<file path="config.mk">
export PLATFORM = sky130hd
export DESIGN_NAME = ram_write_arbiter
export DESIGN_NICKNAME = d
export VERILOG_FILES = /design/src/rtl/ram_write_arbiter.sv
export SDC_FILE = /design/constraint.sdc
export NUM_CORES = 1
export LEC_CHECK = 0
export BUFFER_PORTS_ARGS = -buffer_cell sky130_fd_sc_hd__buf_2
export CAP_MARGIN = 30
export CORE_UTILIZATION = 45
export DETAILED_ROUTE_END_ITERATION = 8
export PLACE_DENSITY = 0.8
export SKIP_LAST_GASP = 1
export SYNTH_ARGS = -nofsm -noshare
export SYNTH_HDL_FRONTEND = slang
export SYNTH_SLANG_ARGS = --single-unit
</file>
<file path="constraint.sdc">
create_clock -name Clock -period 1.1 [get_ports Clock]
set_input_delay 0.165 -clock Clock [delete_from_list [all_inputs] [get_ports Clock]]
set_output_delay 0.165 -clock Clock [all_outputs]
set_load 0.02 [all_outputs]
</file>
<file path="src/rtl/ram_write_arbiter.sv">
// ram_write_arbiter
//   Shares a single RAM write port between the CPU core writeback path and a
//   loader/debug path. All outputs are registered, so the requester sampled at
//   a rising Clock edge drives the RAM port until the following edge.
//
//   Optional feature macro: ARB_STARVE_GUARD_EN
//     defined   - the loader's wait cycles are counted; after STARVE_LIMIT
//                 waits the core is stalled for one cycle so the loader wins.
//     undefined - the core has strict priority and oCoreStall is tied to 0.
//
// Parameters
//   DATA_WIDTH    RAM data word width
//   ADDR_WIDTH    RAM address width
//   STARVE_LIMIT  loader wait cycles before the core is stalled (1..255)
//
// Ports
//   Clock            in   rising-edge clock
//   Reset            in   asynchronous active-high reset
//   iCoreWriteEnable in   core writeback request
//   iCoreAddress     in   core write address
//   iCoreData        in   core write data
//   iLoadReq         in   loader write request, held until granted
//   iLoadAddress     in   loader address, stable while iLoadReq=1
//   iLoadData        in   loader data, stable while iLoadReq=1
//   oLoadGrant       out  one-cycle pulse: loader write issued
//   oCoreStall       out  core must freeze and re-present its write
//   oWriteEnable     out  RAM write enable
//   oWriteAddress    out  RAM write address
//   oWriteData       out  RAM write data
module ram_write_arbiter #(
   parameter int DATA_WIDTH   = 16,
   parameter int ADDR_WIDTH   = 8,
   parameter int STARVE_LIMIT = 8
) (
   input  logic                  Clock,
   input  logic                  Reset,
   input  logic                  iCoreWriteEnable,
   input  logic [ADDR_WIDTH-1:0] iCoreAddress,
   input  logic [DATA_WIDTH-1:0] iCoreData,
   input  logic                  iLoadReq,
   input  logic [ADDR_WIDTH-1:0] iLoadAddress,
   input  logic [DATA_WIDTH-1:0] iLoadData,
   output logic                  oLoadGrant,
   output logic                  oCoreStall,
   output logic                  oWriteEnable,
   output logic [ADDR_WIDTH-1:0] oWriteAddress,
   output logic [DATA_WIDTH-1:0] oWriteData
);

   logic                  we_q, we_d;
   logic                  grant_q, grant_d;
   logic [ADDR_WIDTH-1:0] addr_q, addr_d;
   logic [DATA_WIDTH-1:0] data_q, data_d;
   logic                  core_win;
   logic                  load_win;

`ifdef ARB_STARVE_GUARD_EN
   localparam logic [0:0] ARB_NORMAL = 1'b0;
   localparam logic [0:0] ARB_STALL  = 1'b1;
   localparam logic [7:0] LIMIT      = 8'(STARVE_LIMIT);

   logic [0:0] state_q, state_d;
   logic [7:0] cnt_q, cnt_d;

   // While stalled the core request is ignored outright; the loader wins if
   // it is still requesting, otherwise the stall cycle issues no write.
   always_comb begin
      if (state_q == ARB_STALL) begin
         core_win = 1'b0;
         load_win = iLoadReq;
      end else begin
         core_win = iCoreWriteEnable;
         load_win = !iCoreWriteEnable && iLoadReq && !grant_q;
      end
   end

   always_comb begin
      if (!iLoadReq || load_win) begin
         cnt_d = '0;
      end else if (cnt_q < LIMIT) begin
         cnt_d = cnt_q + 8'd1;
      end else begin
         cnt_d = cnt_q;
      end
   end

   always_comb begin
      state_d = ARB_NORMAL;
      if (state_q == ARB_NORMAL && cnt_d == LIMIT) begin
         state_d = ARB_STALL;
      end
   end

   always_ff @(posedge Clock or posedge Reset) begin
      if (Reset) begin
         state_q <= ARB_NORMAL;
         cnt_q   <= '0;
      end else begin
         state_q <= state_d;
         cnt_q   <= cnt_d;
      end
   end

   assign oCoreStall = (state_q == ARB_STALL);
`else
   logic [7:0] unused_starve_limit;
   assign unused_starve_limit = 8'(STARVE_LIMIT);

   // Strict core priority; the loader only takes idle cycles and never on
   // two consecutive edges.
   always_comb begin
      core_win = iCoreWriteEnable;
      load_win = !iCoreWriteEnable && iLoadReq && !grant_q;
   end

   assign oCoreStall = 1'b0;
`endif

   always_comb begin
      we_d    = core_win || load_win;
      grant_d = load_win;
      addr_d  = addr_q;
      data_d  = data_q;
      if (load_win) begin
         addr_d = iLoadAddress;
         data_d = iLoadData;
      end else if (core_win) begin
         addr_d = iCoreAddress;
         data_d = iCoreData;
      end
   end

   always_ff @(posedge Clock or posedge Reset) begin
      if (Reset) begin
         we_q    <= 1'b0;
         grant_q <= 1'b0;
         addr_q  <= '0;
         data_q  <= '0;
      end else begin
         we_q    <= we_d;
         grant_q <= grant_d;
         addr_q  <= addr_d;
         data_q  <= data_d;
      end
   end

   assign oWriteEnable  = we_q;
   assign oLoadGrant    = grant_q;
   assign oWriteAddress = addr_q;
   assign oWriteData    = data_q;

endmodule
</file>
==> results of run 1 <==
registers in the layout (all words and copies together) (netlist names):
name,count
oWriteEnable,1
oLoadGrant,1
oWriteAddress,8
oWriteData,16
metrics by stage:
| stage | power (W) | worst slack, ns | std cells |
|---|---|---|---|
| 3_5_place_dp | 0.00179 | -0.0337 | 255 |
| 4_1_cts | 0.00249 | -0.103 | 264 |
| 2_1_floorplan | 0.00154 | 0.0354 | 142 |
| 5_1_grt | 0.00261 | -0.134 | 265 |
| 6_report | 0.00249 | -0.0881 | 265 |
| 3_3_place_gp | 0.00178 | 0.122 | 255 |
tightest hold or removal path, cell delays in order:
cell,delay (ns)
buf_2,0.07
nand2_1,0.04
o311ai_1,0.07
cells in the final DEF (no fill, tap or decap):
| cell | instances |
|---|---|
| conb_1 | 1 |
| nand2_1 | 24 |
| buf_8 | 1 |
| buf_12 | 3 |
| bufinv_16 | 1 |
| o311ai_1 | 11 |
| buf_6 | 5 |
| buf_4 | 6 |
| nand4bb_1 | 24 |
| inv_1 | 25 |
| or2_1 | 1 |
| and2b_1 | 1 |
| dfrtp_1 | 25 |
| clkbuf_4 | 3 |
| o311ai_2 | 13 |
| dlygate4sd3_1 | 1 |
| dfrtp_2 | 1 |
| nor2b_4 | 1 |
| buf_2 | 73 |
| buf_16 | 1 |
cell type report:
class                      instances  area, µm²  share of cell area
sequential                        26        652               0.306
clock buffer                       3       22.5              0.0106
clock inverter                     1       30.0              0.0141
timing repair buffer              90        579               0.272
multi-input combinational         76        699               0.328
inverter                          25       93.8              0.0440
tap                               44       55.1              0.0258
cell families after synthesis:
| kind of cell | count (synthesis) |
|---|---|
| AO/OA/AOI/OAI | 24 |
| buffers and inverters | 40 |
| flip-flops | 26 |
| other | 1 |
| AND/OR/NAND/NOR | 51 |
routing by layer:
layer	GRT usage	up-vias	wire length (µm)
met5	0	-	0
met4	0.0498	0	0
met3	0.0238	0	193
met2	0.402	50	1840
met1	0.255	663	1610
li1	-	668	-
worst max path at each step:
| stage | slack (ns) | from | to | cells after the start |
|---|---|---|---|---|
| final | -0.09 | oLoadGrant | oLoadGrant | 2 |
| after global routing | -0.13 | oLoadGrant | oLoadGrant | 2 |
| after CTS | -0.10 | oLoadGrant | oLoadGrant | 2 |
| after detailed placement | -0.03 | oLoadGrant | oWriteAddress[4] | 3 |
| after global placement | 0.12 | oLoadGrant | oWriteAddress[2] | 3 |
| after floorplan | 0.04 | oLoadGrant | oWriteAddress[0] | 3 |
where the power goes:
| group | switching (W) | total, W | internal, W |
|---|---|---|---|
| clock | 0.000284 | 0.000652 | 0.000368 |
| combinational | 0.000392 | 0.000735 | 0.000343 |
| sequential | 0.0000544 | 0.00111 | 0.00105 |
| total | 0.000731 | 0.00249 | 0.00176 |
repair_timing:
| item | CTS | global route |
|---|---|---|
| gates resized for setup | 9 | 9 |
| hold endpoints to repair | 26 | 0 |
| buffers inserted | 3 | 1 |
| endpoints found under the setup margin | 3 | 30 |
| pin swaps | 7 | 7 |
| hold buffers | 1 | 0 |
| gates cloned | 1 | 0 |
==> impl_metrics.py, run 1 <==
metrics = {
    "status": {
        "outcome": "finished with violations",
        "violations": "setup timing",
    },
    "synth": {
        "synthTopCellsByArea": "dfrtp_1, nand4bb_1, o311ai_2, inv_1, nand2_1",
        "netlist_area_um2": 1530,
        "synthTopCellsByCount": "dfrtp_1, inv_1, nand2_1, nand4bb_1, o311ai_2",
        "syn_area_per_cell_um2": 10.8,
        "yosys.area_share.simple": 0.253,
        "yosysTopAreaCell": "dfrtp_1",
        "synth_mux_area_frac": 0,
        "synth-edff-count": 0,
        "synth_most_common_cell": "dfrtp_1",
        "postSynthNetCount": 194,
        "ys_warn_count": 0,
        "ys_seq_elements": 26,
        "synthXorXnorAreaFrac": 0,
        "ys_seq_area_frac": 0.425,
        "async_flop_share": 1.00,
        "syn_inst": 142,
        "synthFlopType": "dfrtp_1",
        "synth_compound_area_frac": 0.191,
        "synth.distinct_cells": 15,
        "synthAdderAreaFrac": 0,
        "synth_top_family_by_area": "simple AND/OR/NAND/NOR gates",
        "netlist.area_leader.share": 0.425,
    },
    "critical_path": {
        "reg2reg_to": "oWriteData[0]",
        "r2r_slack_ns": -0.06,
        "critPathTopFamily": "flip-flops",
        "worst_path_max_delay_cell": "dfrtp_2",
        "crit_type": "flop to output pin",
        "r2r_cells": 4,
        "cpPeakStageDelay_ns": 0.46,
        "end_kind": "output pin",
        "critPathRequiredTime_ns": 0.94,
        "arrival_ns": 1.02,
        "crit_chain": "buf_12, buf_8",
        "critical_path.max_fanout": 3,
        "path_buf_inv": 2,
        "worstReg2RegStart": "oLoadGrant",
        "startpoint_type": "flop",
    },
    "sta": {
        "grt_setup_unrepaired": "true",
        "fmax_mhz": 842,
        "hold_violations": 0,
        "period_needed_ns": 1.19,
        "fin_skew_ns": 0.0129,
        "finalSetupViolCount": 25,
        "tns_ns": -0.751,
        "timing.final.crit_share": 1.08,
        "fin_ws_ns": -0.0881,
        "drv_slew": 0,
        "holdWs_ns": 0.0517,
    },
    "clocking": {
        "numCtsBuffers": 3,
        "clock_tree.root_cell": "clkbuf_4",
        "h-tree-depth": 1,
        "path_clk_slew_ns": 0.15,
        "clk_latency_ns": 0.32,
        "tritoncts": "yes",
        "clock-sinks": 26,
        "clockBufferDepth": 2,
    },
    "worst_hold_path": {
        "hp-start": "iCoreData[5]",
        "whs_path_depth": 3,
        "hold_path_end": "oWriteData[5]",
        "hold_path_class": "input pin to flop",
    },
    "finish": {
        "layout.nets": 274,
        "syn_to_final_growth_pct": 39.3,
        "fin_util": 0.682,
        "design_area_um2": 2130,
        "layout-drive-gt1-share": 0.489,
        "fill_cells": 247,
        "n_antenna_cell": 0,
    },
    "global_route": {
        "grt_max_degree": 54,
        "antenna_found_initial": 0,
        "grt-ovfl-total": 0,
        "grt_pass1_wl_um": 5880,
        "grt_pass1_vias": 1358,
        "track_usage": 0.213,
    },
    "placement": {
        "hpwlAfterDp_um": 2440,
        "place.port_buffers": 77,
        "place_congestion": 0.796,
        "place_area_um2": 1960,
    },
    "detailed_routing": {
        "vias": 1381,
        "totalWireLength_um": 3640,
        "drc": 0,
        "routed_via_density": 5.21,
        "avgRoutedWirePerCell_um": 13.7,
        "drtPass1Iterations": 4,
        "ant_nets": 0,
        "drt-initial-drc-count": 66,
    },
    "floorplanning": {
        "die-area_um2": 3640,
        "die_w_um": 60.3,
        "coreArea_um2": 3130,
        "die_h_um": 60.3,
        "rows": 20,
        "ios": 79,
        "initial_utilization": 0.489,
    },
    "power_and_ir_drop": {
        "power.leakage_nw": 1.04,
        "power.density_nw_per_um2": 1170,
        "irDropWorstVdd_v": 0.000705,
    },
    "job": {
        "maxCapViolations": 0,
    },
}
Note: power is estimated with default switching activity, not from simulation.
==> run 2: changes to the inputs <==
- CTS_BUF_LIST: default -> sky130_fd_sc_hd__clkbuf_8 sky130_fd_sc_hd__clkbuf_16
==> impl_metrics.py, run 2 (synthesis gave the netlist of run 1 again) <==
metrics = {
    "sta": {
        "hold_violations": 0,
        "drv_slew": 0,
        "fin_ws_ns": -0.0477,
        "timing.final.crit_share": 1.04,
        "fin_skew_ns": 0.00860,
        "fmax_mhz": 871,
        "grt_setup_unrepaired": "true",
        "tns_ns": -0.318,
        "finalSetupViolCount": 20,
        "period_needed_ns": 1.15,
    },
    "floorplanning": {
        "die-area_um2": 3640,
        "initial_utilization": 0.489,
        "rows": 20,
        "die_h_um": 60.3,
        "coreArea_um2": 3130,
        "die_w_um": 60.3,
        "ios": 79,
    },
    "clocking": {
        "h-tree-depth": 1,
        "clockBufferDepth": 2,
        "clk_latency_ns": 0.27,
        "clock-sinks": 26,
        "path_clk_slew_ns": 0.09,
        "numCtsBuffers": 3,
        "tritoncts": "yes",
        "clock_tree.root_cell": "clkbuf_8",
    },
    "finish": {
        "largest_register_ffs": 16,
        "fill_cells": 252,
        "final_common_cell": "buf_2",
        "layout-drive-gt1-share": 0.493,
        "final-seq-area_um2": 652,
        "syn_to_final_growth_pct": 39.7,
        "multi_input_area_um2": 723,
        "fin_cells": 263,
        "fin_util": 0.684,
        "n_antenna_cell": 0,
        "layout.nets": 272,
        "mostFrequentLayoutCells": "buf_2, inv_1, dfrtp_1, nand2_1, nand4bb_1",
    },
    "placement": {
        "dp.cells": 255,
        "place.port_buffers": 77,
        "place_congestion": 0.796,
        "hpwlAfterDp_um": 2440,
    },
    "critical_path": {
        "crit_chain": "buf_12, buf_8",
        "critical_path.max_fanout": 4,
        "critPathTopFamily": "flip-flops",
        "cpPeakStageDelay_ns": 0.46,
        "path_buf_inv": 2,
        "arrival_ns": 0.98,
        "startpoint_type": "flop",
        "end_kind": "output pin",
        "critPathLaunch": "oLoadGrant",
        "crit_type": "flop to output pin",
        "critPathRequiredTime_ns": 0.94,
        "worst_path_max_delay_cell": "dfrtp_2",
        "worstReg2RegStart": "oLoadGrant",
    },
    "job": {
        "maxCapViolations": 0,
    },
    "detailed_routing": {
        "totalWireLength_um": 3600,
        "drc": 0,
        "drt-initial-drc-count": 51,
        "avgRoutedWirePerCell_um": 13.7,
        "drtPass1Iterations": 7,
        "vias": 1365,
        "routed_via_density": 5.19,
        "ant_nets": 0,
    },
    "worst_hold_path": {
        "hp-start": "iCoreData[10]",
        "hold_path_class": "input pin to flop",
    },
    "status": {
        "violations": "setup timing",
        "outcome": "finished with violations",
    },
    "global_route": {
        "grt_pass1_vias": 1350,
        "grt_max_degree": 54,
        "grt_pass1_wl_um": 5790,
        "track_usage": 0.209,
        "grt-ovfl-total": 0,
        "antenna_found_initial": 0,
    },
    "power_and_ir_drop": {
        "netSwitchingFraction": 0.281,
        "power_frac_seq": 0.425,
        "p_switching_w": 0.000728,
        "p_int_w": 0.00187,
        "power.density_nw_per_um2": 1210,
        "total_power_w": 0.00259,
        "power.leakage_nw": 1.04,
        "irDropWorstVdd_v": 0.000873,
        "power_frac_comb": 0.277,
        "pwr-share-clk": 0.297,
    },
}
## run 2: cell types whose count changed in the layout (fill, tap and decap cells not counted), sizes merged
cell    before  now
buf         89   86
bufbuf       0    1
## run 2: stage by stage
step                worst slack, ns  instance area (µm²)  hold slack, ns
floorplan                    0.0354                 1530           0.205
global placement              0.122                 1960           0.242
detailed placement          -0.0337                 1960           0.243
CTS                         -0.0517                 2110           0.121
global route                -0.0820                 2140           0.121
finish                      -0.0477                 2140           0.111
## run 2: per-layer routing
metal  wire length (µm)  vias to the layer above  GRT usage
met3                222                        2     0.0260
met1               1570                      644      0.251
met2               1790                       59      0.396
li1                   -                      660          -
met4                 14                        0     0.0399
met5                  0                        -          0
## run 2: layout make-up
class,instances,share of cell area
Clock inverter,1,0.0140
Clock buffer,3,0.0193
Tap cell,44,0.0257
Sequential cell,26,0.305
Timing Repair Buffer,88,0.254
Inverter,25,0.0439
Multi-Input combinational cell,76,0.338
## run 2: tightest hold or removal path, cell delays in order
cell and delay, ns:
buf_2 0.08, nand2_1 0.04, o311ai_1 0.06
## run 2: what timing repair did
action | 4_1_cts | 5_1_grt
hold endpoints to repair | 26 | 0
hold buffers | 1 | 0
gates cloned | 1 | 0
resized for setup | 6 | 5
pin swaps | 1 | 16
setup endpoints to repair | 3 | 25
setup buffers | 2 | 0
## run 2: worst paths after layout
| kind | slack [ns] | endpoint | depth (start not counted) |
|---|---|---|---|
| setup / recovery | -0.05 | oLoadGrant | 2 |
| hold reg to reg | 0.56 | oWriteAddress[1] | 2 |
| max in group asynchronous | 0.35 | oLoadGrant | 4 |
| min in group asynchronous | 0.48 | oWriteData[4] | 4 |
| setup reg to reg | -0.04 | oWriteData[1] | 4 |
| hold / removal | 0.11 | oWriteData[10] | 3 |
## run 2: power by group through the flow
stage,sequential (W),clock [W],combinational [W]
floorplan,0.00124,0,0.000299
global placement,0.00112,0,0.000663
detailed placement,0.00112,0,0.000672
CTS,0.00110,0.000787,0.000709
global route,0.00112,0.000823,0.000782
finish,0.00110,0.000771,0.000720
==> run 3: changes to the inputs <==
- SKIP_LAST_GASP: 1 -> default
==> impl_metrics.py, run 3 (synthesis gave the netlist of run 1 again) <==
metrics = {
    "status": {
        "violations": "setup timing",
        "outcome": "finished with violations",
    },
    "critical_path": {
        "worstReg2RegStart": "oLoadGrant",
        "end_kind": "output pin",
        "critPathRequiredTime_ns": 0.94,
        "critical_path.max_fanout": 4,
        "arrival_ns": 0.98,
        "r2r_slack_ns": -0.04,
        "reg2reg_to": "oWriteData[1]",
        "startpoint_type": "flop",
        "crit_type": "flop to output pin",
        "r2r_cells": 4,
    },
    "sta": {
        "hold_violations": 0,
        "drv_slew": 0,
        "grt_setup_unrepaired": "true",
        "finalSetupViolCount": 18,
        "fmax_mhz": 870,
        "fin_skew_ns": 0.00816,
        "timing.final.crit_share": 1.04,
        "fin_ws_ns": -0.0489,
        "period_needed_ns": 1.15,
    },
    "power_and_ir_drop": {
        "netSwitchingFraction": 0.281,
        "p_int_w": 0.00186,
        "power_frac_seq": 0.426,
        "power.density_nw_per_um2": 1220,
        "pwr-share-clk": 0.299,
        "p_switching_w": 0.000728,
        "total_power_w": 0.00259,
        "power.leakage_nw": 1.04,
        "irDropWorstVdd_v": 0.000875,
        "power_frac_comb": 0.275,
    },
    "clocking": {
        "tritoncts": "yes",
        "numCtsBuffers": 3,
        "path_clk_slew_ns": 0.09,
        "clock_tree.root_cell": "clkbuf_8",
        "clk_latency_ns": 0.27,
        "clock-sinks": 26,
        "h-tree-depth": 1,
        "clockBufferDepth": 2,
    },
    "detailed_routing": {
        "totalWireLength_um": 3580,
        "vias": 1369,
        "avgRoutedWirePerCell_um": 13.6,
        "drc": 0,
        "routed_via_density": 5.21,
        "drt-initial-drc-count": 53,
        "drtPass1Iterations": 6,
        "ant_nets": 0,
    },
    "floorplanning": {
        "die_h_um": 60.3,
        "die_w_um": 60.3,
        "initial_utilization": 0.489,
        "rows": 20,
        "ios": 79,
        "coreArea_um2": 3130,
        "die-area_um2": 3640,
    },
    "finish": {
        "largest_register_ffs": 16,
        "mostFrequentLayoutCells": "buf_2, inv_1, dfrtp_1, nand2_1, nand4bb_1",
        "n_antenna_cell": 0,
        "syn_to_final_growth_pct": 38.7,
        "fin_util": 0.678,
        "layout-drive-gt1-share": 0.489,
        "layout.nets": 272,
        "final_common_cell": "buf_2",
    },
    "placement": {
        "place.port_buffers": 77,
        "post-place-ws_ns": -0.0337,
        "hpwlAfterDp_um": 2440,
        "place_congestion": 0.796,
    },
    "global_route": {
        "grt-ovfl-total": 0,
        "grt_max_degree": 54,
        "grt_pass1_wl_um": 5780,
        "track_usage": 0.208,
        "antenna_found_initial": 0,
        "grt_pass1_vias": 1346,
    },
    "job": {
        "maxCapViolations": 0,
    },
    "worst_hold_path": {
        "hp-start": "iCoreData[10]",
        "hold_path_end": "oWriteData[10]",
        "hold_path_class": "input pin to flop",
        "whs_path_depth": 3,
    },
}
==> run 3: cell count changes in the layout (fill, tap and decap cells not counted) <==
cell | previous run | this run
nand4bb_1 | 23 | 24
nand4bb_4 | 1 | 0
==> run 3: worst max-delay path by stage <==
stage / from / to / slack (ns) / cells after the start
5_1_grt: oLoadGrant / oWriteData[7] / -0.08 / 4
4_1_cts: oLoadGrant / oLoadGrant / -0.05 / 2
3_5_place_dp: oLoadGrant / oWriteAddress[4] / -0.03 / 3
2_1_floorplan: oLoadGrant / oWriteAddress[0] / 0.04 / 3
6_report: oLoadGrant / oLoadGrant / -0.05 / 2
3_3_place_gp: oLoadGrant / oWriteAddress[2] / 0.12 / 3
==> run 3: metrics by stage <==
step / hold WS [ns] / instance area, µm² / TNS [ns] / std cells
3_3_place_gp: 0.242 / 1960 / 0 / 255
2_1_floorplan: 0.205 / 1530 / 0 / 142
5_1_grt: 0.129 / 2120 / -1.47 / 263
4_1_cts: 0.121 / 2110 / -0.314 / 263
3_5_place_dp: 0.243 / 1960 / -0.0526 / 255
6_report: 0.111 / 2120 / -0.290 / 263
==> run 3: layout make-up <==
class                      count  area, µm²
timing repair buffer          88        543
inverter                      25       93.8
tap                           44       55.1
clock inverter                 1       30.0
fill                         253       1010
sequential                    26        652
multi-input combinational     76        707
clock buffer                   3       41.3
==> run 3: metal layers <==
metal  track usage  wire [µm]
met1         0.251       1590
met3        0.0281        186
met5             0          0
met4        0.0432         15
met2         0.391       1790
==> run 3: power groups by stage <==
stage | Combinational (W) | Sequential (W) | Clock, W
4_1_cts | 0.000710 | 0.00110 | 0.000787
3_5_place_dp | 0.000672 | 0.00112 | 0
5_1_grt | 0.000776 | 0.00112 | 0.000823
3_3_place_gp | 0.000663 | 0.00112 | 0
6_report | 0.000713 | 0.00110 | 0.000774
2_1_floorplan | 0.000299 | 0.00124 | 0
==> run 3: timing repair <==
action,CTS,global route
gates resized for setup,8,2
endpoints found under the hold margin,26,0
cloned,1,0
hold buffers,1,0
pin swaps,13,6
endpoints found under the setup margin,3,25
buffers inserted,2,0
==> run 3: critical path, stage by stage, from the launching register on <==
cell	delay (ns)
dfrtp_2	0.46
buf_12	0.15
buf_8	0.12
